## config.mk

```make
export PLATFORM = sky130hd
export DESIGN_NAME = icache_ro_direct_flat
export DESIGN_NICKNAME = d
export VERILOG_FILES = /design/src/rtl/icache_ro_direct_if.sv /design/src/rtl/icache_ro_direct.sv /design/src/flat_wrapper.sv
export SDC_FILE = /design/constraint.sdc
export NUM_CORES = 1
export LEC_CHECK = 0
export CAP_MARGIN = 15
export CORE_MARGIN = 10
export CORE_UTILIZATION = 50
export CTS_CLUSTER_DIAMETER = 50
export CTS_CLUSTER_SIZE = 16
export DETAILED_ROUTE_END_ITERATION = 6
export GPL_TIMING_DRIVEN = 1
export PLACE_DENSITY = 0.82
export SLEW_MARGIN = 30
export SYNTH_ARGS = -nofsm -noshare
export SYNTH_HDL_FRONTEND = slang
export SYNTH_SLANG_ARGS = --single-unit
```

## constraint.sdc

```tcl
create_clock -name clk -period 13.94 [get_ports clk]
set_input_delay 3.485 -clock clk [delete_from_list [all_inputs] [get_ports clk]]
set_output_delay 3.485 -clock clk [all_outputs]
set_load 0.01 [all_outputs]
```

## src/rtl/icache_ro_direct_if.sv

```systemverilog
// Bus bundle for the read-only instruction cache: pipeline fetch port plus slow_memI block port.
// The cache takes the slave view; the pipeline/memory side (or a bench) takes the master view.
interface icache_ro_direct_if;
  logic         proc_read;
  logic         proc_write;
  logic [29:0]  proc_addr;
  logic [31:0]  proc_wdata;
  logic [31:0]  proc_rdata;
  logic         proc_stall;
  logic         mem_read;
  logic         mem_write;
  logic [27:0]  mem_addr;
  logic [127:0] mem_wdata;
  logic [127:0] mem_rdata;
  logic         mem_ready;

  modport slave (
    input  proc_read, proc_write, proc_addr, proc_wdata, mem_rdata, mem_ready,
    output proc_rdata, proc_stall, mem_read, mem_write, mem_addr, mem_wdata
  );

  modport master (
    output proc_read, proc_write, proc_addr, proc_wdata, mem_rdata, mem_ready,
    input  proc_rdata, proc_stall, mem_read, mem_write, mem_addr, mem_wdata
  );
endinterface

```

## src/rtl/icache_ro_direct.sv

```systemverilog
// Read-only direct-mapped instruction cache, 4-word lines, refilled from slow_memI on a miss.
// Optional hit/miss performance counters are enabled by defining ICACHE_PERF_CNT_EN.
module icache_ro_direct #(
  parameter int INDEX_W = 3,
  parameter int TAG_W   = 25   // must equal 28-INDEX_W
) (
  input  logic clk,
  input  logic rst_n,
  icache_ro_direct_if.slave bus
`ifdef ICACHE_PERF_CNT_EN
  ,
  output logic [31:0] hit_cnt,
  output logic [31:0] miss_cnt
`endif
);

  localparam int NBLK = 1 << INDEX_W;

  typedef enum logic [1:0] {IDLE, ALLOC, FILL} state_t;

  state_t             state_reg, state_next;
  logic [NBLK-1:0]    valid_reg;
  logic [NBLK-1:0]    fill_sel;
  logic [TAG_W-1:0]   tag_mem  [NBLK];
  logic [127:0]       data_mem [NBLK];
  logic               mem_read_reg, mem_read_next;
  logic [27:0]        mem_addr_reg, mem_addr_next;
  logic               fill_we;
  logic               miss_start;
  logic               hit;
  logic               stall;

  logic [INDEX_W-1:0] idx;
  logic [TAG_W-1:0]   tag;
  logic [1:0]         word;
  logic [INDEX_W-1:0] fill_idx;
  logic [TAG_W-1:0]   fill_tag;
  logic               unused_ok;

  assign idx      = bus.proc_addr[INDEX_W+1:2];
  assign tag      = bus.proc_addr[29:INDEX_W+2];
  assign word     = bus.proc_addr[1:0];
  assign fill_idx = mem_addr_reg[INDEX_W-1:0];
  assign fill_tag = mem_addr_reg[27:INDEX_W];

  // The write path has no function in a read-only cache.
  assign unused_ok = ^{bus.proc_write, bus.proc_wdata};

  assign hit            = valid_reg[idx] & (tag_mem[idx] == tag);
  assign bus.proc_rdata = data_mem[idx][32*word +: 32];
  assign bus.proc_stall = stall;
  assign bus.mem_read   = mem_read_reg;
  assign bus.mem_addr   = mem_addr_reg;
  assign bus.mem_write  = 1'b0;
  assign bus.mem_wdata  = '0;

  always_comb begin
    state_next    = state_reg;
    mem_read_next = mem_read_reg;
    mem_addr_next = mem_addr_reg;
    stall         = 1'b0;
    fill_we       = 1'b0;
    miss_start    = 1'b0;
    case (state_reg)
      IDLE: begin
        stall = bus.proc_read & ~hit;
        if (bus.proc_read && !hit) begin
          mem_addr_next = bus.proc_addr[29:2];
          mem_read_next = 1'b1;
          miss_start    = 1'b1;
          state_next    = ALLOC;
        end
      end
      ALLOC: begin
        stall = 1'b1;
        if (bus.mem_ready) begin
          fill_we       = 1'b1;
          mem_read_next = 1'b0;
          state_next    = FILL;
        end
      end
      FILL: begin
        stall      = 1'b1;
        state_next = IDLE;
      end
      default: state_next = IDLE;
    endcase
  end

  always_ff @(posedge clk or negedge rst_n) begin
    if (!rst_n) begin
      state_reg    <= IDLE;
      mem_read_reg <= 1'b0;
      mem_addr_reg <= '0;
    end else begin
      state_reg    <= state_next;
      mem_read_reg <= mem_read_next;
      mem_addr_reg <= mem_addr_next;
    end
  end

  // One-hot line select for the refill; the refill always targets the latched block address.
  for (genvar gi = 0; gi < NBLK; gi++) begin : g_fill_sel
    assign fill_sel[gi] = fill_we & (fill_idx == INDEX_W'(gi));
  end

  always_ff @(posedge clk or negedge rst_n) begin
    if (!rst_n) begin
      valid_reg <= '0;
    end else begin
      valid_reg <= valid_reg | fill_sel;
    end
  end

  // Line payload carries no reset; the valid bits alone decide whether it is meaningful.
  always_ff @(posedge clk) begin
    if (fill_we) begin
      data_mem[fill_idx] <= bus.mem_rdata;
      tag_mem[fill_idx]  <= fill_tag;
    end
  end

`ifdef ICACHE_PERF_CNT_EN
  logic [31:0] hit_cnt_reg, miss_cnt_reg;

  always_ff @(posedge clk or negedge rst_n) begin
    if (!rst_n) begin
      hit_cnt_reg  <= '0;
      miss_cnt_reg <= '0;
    end else begin
      if (state_reg == IDLE && bus.proc_read && hit) begin
        hit_cnt_reg <= hit_cnt_reg + 32'd1;
      end
      if (miss_start) begin
        miss_cnt_reg <= miss_cnt_reg + 32'd1;
      end
    end
  end

  assign hit_cnt  = hit_cnt_reg;
  assign miss_cnt = miss_cnt_reg;
`endif

endmodule

```

## src/flat_wrapper.sv

```systemverilog
// flat-port wrapper written by rule: the top's interface ports become plain ports
module icache_ro_direct_flat 
#(
  parameter int INDEX_W = 3,
  parameter int TAG_W   = 25                           
)
  (clk, rst_n, bus_proc_read, bus_proc_write, bus_proc_addr, bus_proc_wdata, bus_mem_rdata, bus_mem_ready, bus_proc_rdata, bus_proc_stall, bus_mem_read, bus_mem_write, bus_mem_addr, bus_mem_wdata);
  icache_ro_direct_if bus_i ();
  input  logic clk;
  input  logic rst_n;
  input wire logic [$bits(bus_i.proc_read)-1:0] bus_proc_read;
  input wire logic [$bits(bus_i.proc_write)-1:0] bus_proc_write;
  input wire logic [$bits(bus_i.proc_addr)-1:0] bus_proc_addr;
  input wire logic [$bits(bus_i.proc_wdata)-1:0] bus_proc_wdata;
  input wire logic [$bits(bus_i.mem_rdata)-1:0] bus_mem_rdata;
  input wire logic [$bits(bus_i.mem_ready)-1:0] bus_mem_ready;
  output wire logic [$bits(bus_i.proc_rdata)-1:0] bus_proc_rdata;
  output wire logic [$bits(bus_i.proc_stall)-1:0] bus_proc_stall;
  output wire logic [$bits(bus_i.mem_read)-1:0] bus_mem_read;
  output wire logic [$bits(bus_i.mem_write)-1:0] bus_mem_write;
  output wire logic [$bits(bus_i.mem_addr)-1:0] bus_mem_addr;
  output wire logic [$bits(bus_i.mem_wdata)-1:0] bus_mem_wdata;
  assign bus_i.proc_read = bus_proc_read;
  assign bus_i.proc_write = bus_proc_write;
  assign bus_i.proc_addr = bus_proc_addr;
  assign bus_i.proc_wdata = bus_proc_wdata;
  assign bus_i.mem_rdata = bus_mem_rdata;
  assign bus_i.mem_ready = bus_mem_ready;
  assign bus_proc_rdata = bus_i.proc_rdata;
  assign bus_proc_stall = bus_i.proc_stall;
  assign bus_mem_read = bus_i.mem_read;
  assign bus_mem_write = bus_i.mem_write;
  assign bus_mem_addr = bus_i.mem_addr;
  assign bus_mem_wdata = bus_i.mem_wdata;
  icache_ro_direct #(.INDEX_W(INDEX_W), .TAG_W(TAG_W)) u_core (.clk(clk), .rst_n(rst_n), .bus(bus_i));
endmodule
```

# Yosys cells after proc, flatten, opt, wreduce, memory -nomap -nowiden
# Memory sizes are Yosys's and may differ from the RTL's.
# Cells that the tools add are included.
op_classes:
  n_bitwise: 12
  n_reduce_logical: 9
  order_cmp: 1
  eq_ne: 12
  shift: 1
  n_mux: 13
op_table:
  columns: ["operator", "n"]
  rows:
  - ["$shiftx A128 B8 Y32", 1]
  - ["$eq A25 B25 Y1", 1]
  - ["$eq A3 B3 Y1 const B", 4]
  - ["$and A1 B1 Y1", 10]
  - ["$or A8 B8 Y8", 1]
  - ["$mux W1", 7]
  - ["$eq A3 B2 Y1 const B", 2]
  - ["$lt A3 B4 Y1 const B", 1]
  - ["$mux W2", 2]
  - ["$pmux W1 S2", 2]
  - ["$pmux W2 S2", 1]
  - ["$reduce_and A2 Y1", 2]
  - ["$bmux W1 S3", 1]
  - ["$eq A3 B1 Y1 const B", 1]
  - ["$logic_not A3 Y1", 1]
  - ["$reduce_and A3 Y1", 1]
  - ["$eq A2 B1 Y1 const B", 1]
  - ["$eq A2 B2 Y1 const B", 1]
  - ["$logic_not A2 Y1", 1]
  - ["$ne A2 B1 Y1 const B", 1]
  - ["$ne A2 B2 Y1 const B", 1]
  - ["$reduce_bool A2 Y1", 1]
  - ["$reduce_or A2 Y1", 1]
  - ["$logic_and A1 B1 Y1", 1]
  - ["2 further kinds", 2]
totals:
  mem_count: 2
  ramBits: 1224
  register_bits: 39
  output_inout_bits: 191
  in_bits: 195
  elab_cells: 54
mem_list:
  columns: ["name", "words", "width", "read_ports", "rd_ports_with_merged_regs", "write_ports", "line", "source"]
  rows:
  - ["u_core.data_mem", 8, 128, 1, 0, 1, "icache_ro_direct.sv:25", "logic [127:0] data_mem [NBLK];"]
  - ["u_core.tag_mem", 8, 25, 1, 0, 1, "icache_ro_direct.sv:24", "logic [TAG_W-1:0] tag_mem [NBLK];"]

# Depth between registers and ports, before layout
logic_depth:
  word_depth: 7
  depth_mapped: 12
  depth_no_buf: 8

# Least setup slack after synthesis
# No wires, ideal clock.
synth_timing:
  path_kind: "input to register"
  start: "in bus_mem_ready"
  end: "reg u_core.valid_reg[4]"
  required_ps: 13809
  path_slack_ps: -1110
  setup_time_ps: 131
  arrival_time_ps: 14919
  n_path_buf: 0
  stages: 3
  path_cell_list: "nand3_1 -> nor3_1 -> or2_2"
synth_between:
  elab_chain_cells: 4
synth_rtl:
  columns: ["item", "line", "source"]
  rows:
  - ["start: declaration", "flat_wrapper.sv:16", "input wire logic [$bits(bus_i.mem_ready)-1:0] bus_mem_ready;"]
  - ["$mux W1", "icache_ro_direct.sv:76", "if (bus.mem_ready) begin"]
  - ["$mux W1", "icache_ro_direct.sv:64", "case (state_reg)"]
  - ["$and A1 B1 Y1", "icache_ro_direct.sv:104", "assign fill_sel[gi] = fill_we & (fill_idx == INDEX_W'(gi));"]
  - ["$or A8 B8 Y8", "icache_ro_direct.sv:111", "valid_reg <= valid_reg | fill_sel;"]
  - ["end signal: assignment", "icache_ro_direct.sv:111", null]
  - ["end: declaration", "icache_ro_direct.sv:22", "logic [NBLK-1:0] valid_reg;"]
# No other way between the ends.
# A chain may end at the register's enable or synchronous reset.

# Worst setup path after layout
layout_timing:
  start: "in bus_proc_addr[3]"
  end: "out bus_proc_rdata[16]"
layout_between:
  elab_chain_cells: 2
layout_rtl:
  columns: ["item", "line", "source"]
  rows:
  - ["start: declaration", "flat_wrapper.sv:13", "input wire logic [$bits(bus_i.proc_addr)-1:0] bus_proc_addr;"]
  - ["$mem_v2 Z8 W128", null, null]
  - ["$shiftx A128 B8 Y32", "icache_ro_direct.sv:50", "assign bus.proc_rdata = data_mem[idx][32*word +: 32];"]
  - ["end: declaration", "flat_wrapper.sv:17", "output wire logic [$bits(bus_i.proc_rdata)-1:0] bus_proc_rdata;"]
# No other way between the ends.

==> flow_metrics.tcl <==
set metrics [dict create \
    detail_route.iter0.violations 2390 \
    critPathArrivalTime_ns 7.14 \
    vias_per_cell 5.95 \
    seqPwrFrac_pct 54.8 \
    vias 22262 \
    dp_hpwl_mm 60.8 \
    fin_skew_ns 0.0228 \
    num_rows 115 \
    setup_violations 0 \
    worst_slew_pin_slew_ns 0.990 \
    hold_class "register to register" \
    place_ws_ns 3.30 \
    crit_required_ns 10.45 \
    fp.dieW_um 334 \
    synth_edf_count 1224 \
    die-height_um 334 \
    seq_area_frac_synth_pct 76.4 \
    fmax_ghz 0.0941 \
    grt_pass1_wl_mm 158 \
    grt_overflow 0 \
    cts_resized 0 \
    final_net_count 2563 \
    multi_input_area_um2 10700 \
    area_growth_pct 13.6 \
    crit_fanout 108 \
    path_cells "buf_8 -> buf_12 -> buf_16 -> mux4_2 -> mux4_2 -> mux2_2 -> clkdlybuf4s50_1" \
    p_sw_uw 2030 \
    die_area_um2 112000 \
    grt_max_degree 109 \
    crit_path_end_kind "output port" \
    rsz0062_at_grt "no" \
    routabilityCongestion 0.797 \
    ant_nets 0 \
    power_frac_comb_pct 11.3 \
    path_clk_slew_ns 0.07 \
    period_share_pct 76.2 \
    clock_sinks 1263 \
    leakage_uw 0.0179 \
    yosysWarnings 0 \
    io_buffers 223 \
    syn_area_per_cell_um2 23.5 \
    largest_register_ff_count 1024 \
    slew_headroom_pct 34.0 \
    status "completed" \
    grt_usage_pct 19.0 \
    grt_pass1_vias 23196 \
    critPathLaunchType "primary input" \
    drive_above_1_share_pct 25.5 \
    total_power_uw 8640 \
    fillers 6789 \
    start_util_pct 50.3 \
    clockRootBuffer "clkbuf_16" \
    power.share.clock_pct 33.9 \
    async_reset_ff_share_pct 3.09 \
    first_pass_iters 5 \
    synthCells 2102 \
    cp_slowest_cell "buf_8" \
    post_cts_buffers 0 \
    final_cells 3739 \
    hold_violations 0 \
    wirelength_mm 108 \
    criticalPathCategory "primary input to output port" \
    cap_violations 0 \
    cts_tree "yes" \
    synthDistinctLibCells 48 \
    setup_ws_ns 3.32 \
    ioPinCount 386 \
    cts_buffers 105 \
    drcViolationCount 0 \
    cp_slowest_stage_delay_ns 0.62 \
    route.detailed.wl_per_inst_um 28.9 \
    stdcell_area_um2 56100 \
    p_int_uw 6610 \
    sw_frac_of_total_pct 23.5 \
    cts-htree-levels 3 \
    regArea_um2 37700 \
    placed_area_um2 52600 \
    path_common_cell "mux4_2" \
    slew_violations 0 \
    clockBufferDepth 3 \
    synth-seq-cells 1263 \
    postCtsHoldBufs 0 \
    fin_setup_tns_ns 0 \
    dp_cells 3544 \
    startpoint "bus_proc_addr[3]" \
    power_density_nw_per_um2 154 \
    synth_area_um2 49400 \
    fp.coreArea_um2 98100 \
    fin_crit_ns 10.62 \
    ys.flop_type "edfxtp_1" \
    clock_latency_ns 0.68 \
    r2r_start "u_core.state_reg[1]" \
    hold_start "u_core.valid_reg[1]" \
    ir_worst_vdd_uv 155 \
    grt_antenna_before_repair 35 \
]
-- layout make-up --
class | instances | area share (%)
Clock inverter | 61 | 1.22
Clock buffer | 121 | 4.84
Inverter | 6 | 0.0401
Timing Repair Buffer | 254 | 4.66
Multi-Input combinational cell | 735 | 19.1
Antenna cell | 12 | 0.0535
Tap cell | 1287 | 2.87
Sequential cell | 1263 | 67.2
-- cells in the mapped netlist, types with 3 or more instances --
| library cell | n | area [um^2] |
|---|---|---|
| edfxtp_1 | 1224 | 36800 |
| mux4_2 | 342 | 7700 |
| buf_4 | 138 | 1040 |
| mux2i_1 | 61 | 611 |
| clkbuf_1 | 41 | 154 |
| mux2_2 | 41 | 462 |
| dfrtp_1 | 39 | 976 |
| buf_2 | 32 | 160 |
| mux2_4 | 28 | 420 |
| a22oi_1 | 20 | 150 |
| xor2_1 | 14 | 123 |
| a21oi_1 | 9 | 45.0 |
| nor2_1 | 9 | 33.8 |
| nand2_1 | 8 | 30.0 |
| or2_2 | 8 | 50.1 |
| and3_1 | 7 | 43.8 |
| buf_1 | 7 | 26.3 |
| buf_6 | 7 | 78.8 |
| inv_1 | 6 | 22.5 |
| o22ai_1 | 6 | 37.5 |
| nand2b_1 | 5 | 31.3 |
| nand3_1 | 5 | 25.0 |
| nor2b_1 | 5 | 31.3 |
| a221oi_1 | 3 | 26.3 |
| ha_1 | 3 | 37.5 |
| nand3b_1 | 3 | 22.5 |
| nor4_4 | 3 | 63.8 |
| o21ai_0 | 3 | 15.0 |
-- stage by stage --
step	util (%)	hold WS (ns)
after floorplan	-	0.434
after CTS	57.1	0.470
after global placement	53.6	0.446
after detailed placement	53.6	0.450
after global routing	57.2	0.485
final	57.2	0.469
-- layer usage --
layer | track usage (%) | up-vias | routed length (um)
li1 | - | 9178 | -
met1 | 24.2 | 11794 | 40200
met2 | 31.2 | 1035 | 54000
met3 | 5.93 | 211 | 10400
met4 | 6.00 | 44 | 3050
met5 | 0 | - | 289
-- power by group through the flow --
| stage | combinational, uW | clock [uW] | sequential (uW) |
|---|---|---|---|
| finish | 974 | 2930 | 4730 |
| global route | 1030 | 3120 | 4760 |
| CTS | 986 | 2980 | 4730 |
| global placement | 959 | 0 | 4770 |
| detailed placement | 978 | 0 | 4810 |
| floorplan | 557 | 0 | 4820 |
-- layout by cell type, fill, tap and decap left out, types with 9 or more instances in the layout --
| cell | instances |
|---|---|
| a21oi_1 | 9 |
| a22oi_1 | 20 |
| buf_4 | 20 |
| bufinv_16 | 10 |
| clkbuf_1 | 13 |
| clkbuf_16 | 105 |
| clkdlybuf4s50_1 | 217 |
| clkinv_1 | 15 |
| conb_1 | 129 |
| dfrtp_1 | 39 |
| diode_2 | 12 |
| edfxtp_1 | 1224 |
| inv_6 | 11 |
| mux2_2 | 41 |
| mux2_4 | 28 |
| mux2i_1 | 61 |
| mux4_2 | 342 |
| xor2_1 | 14 |
-- critical path: cells and delay by family --
| kind | cells | cell delay, ns |
|---|---|---|
| mux | 3 | 1.29 |
| buf+inv | 4 | 2.15 |
-- worst paths after layout --
path                                            to  slack, ns  depth (start not counted)
max                             bus_proc_rdata[16]       3.32                          7
min                            u_core.valid_reg[1]       0.47                          1
max reg2reg                 u_core.data_mem[7][11]       9.79                          7
min reg2reg                    u_core.valid_reg[1]       0.47                          1
max in group asynchronous      u_core.state_reg[1]      10.71                          1
min in group asynchronous  u_core.bus.mem_addr[17]       2.81                          1
-- kinds of logic after synthesis --
group | count (synthesis) | share of synthesized area, %
adder cells (fa/ha/maj) | 3 | 0.0760
buffers and inverters | 232 | 3.02
AO/OA/AOI/OAI | 52 | 0.763
other | 1 | 0.00760
flip-flops | 1263 | 76.4
AND/OR/NAND/NOR | 64 | 0.821
multiplexers | 472 | 18.6
XOR/XNOR | 15 | 0.266
Note: power is estimated with default switching activity, not from simulation.
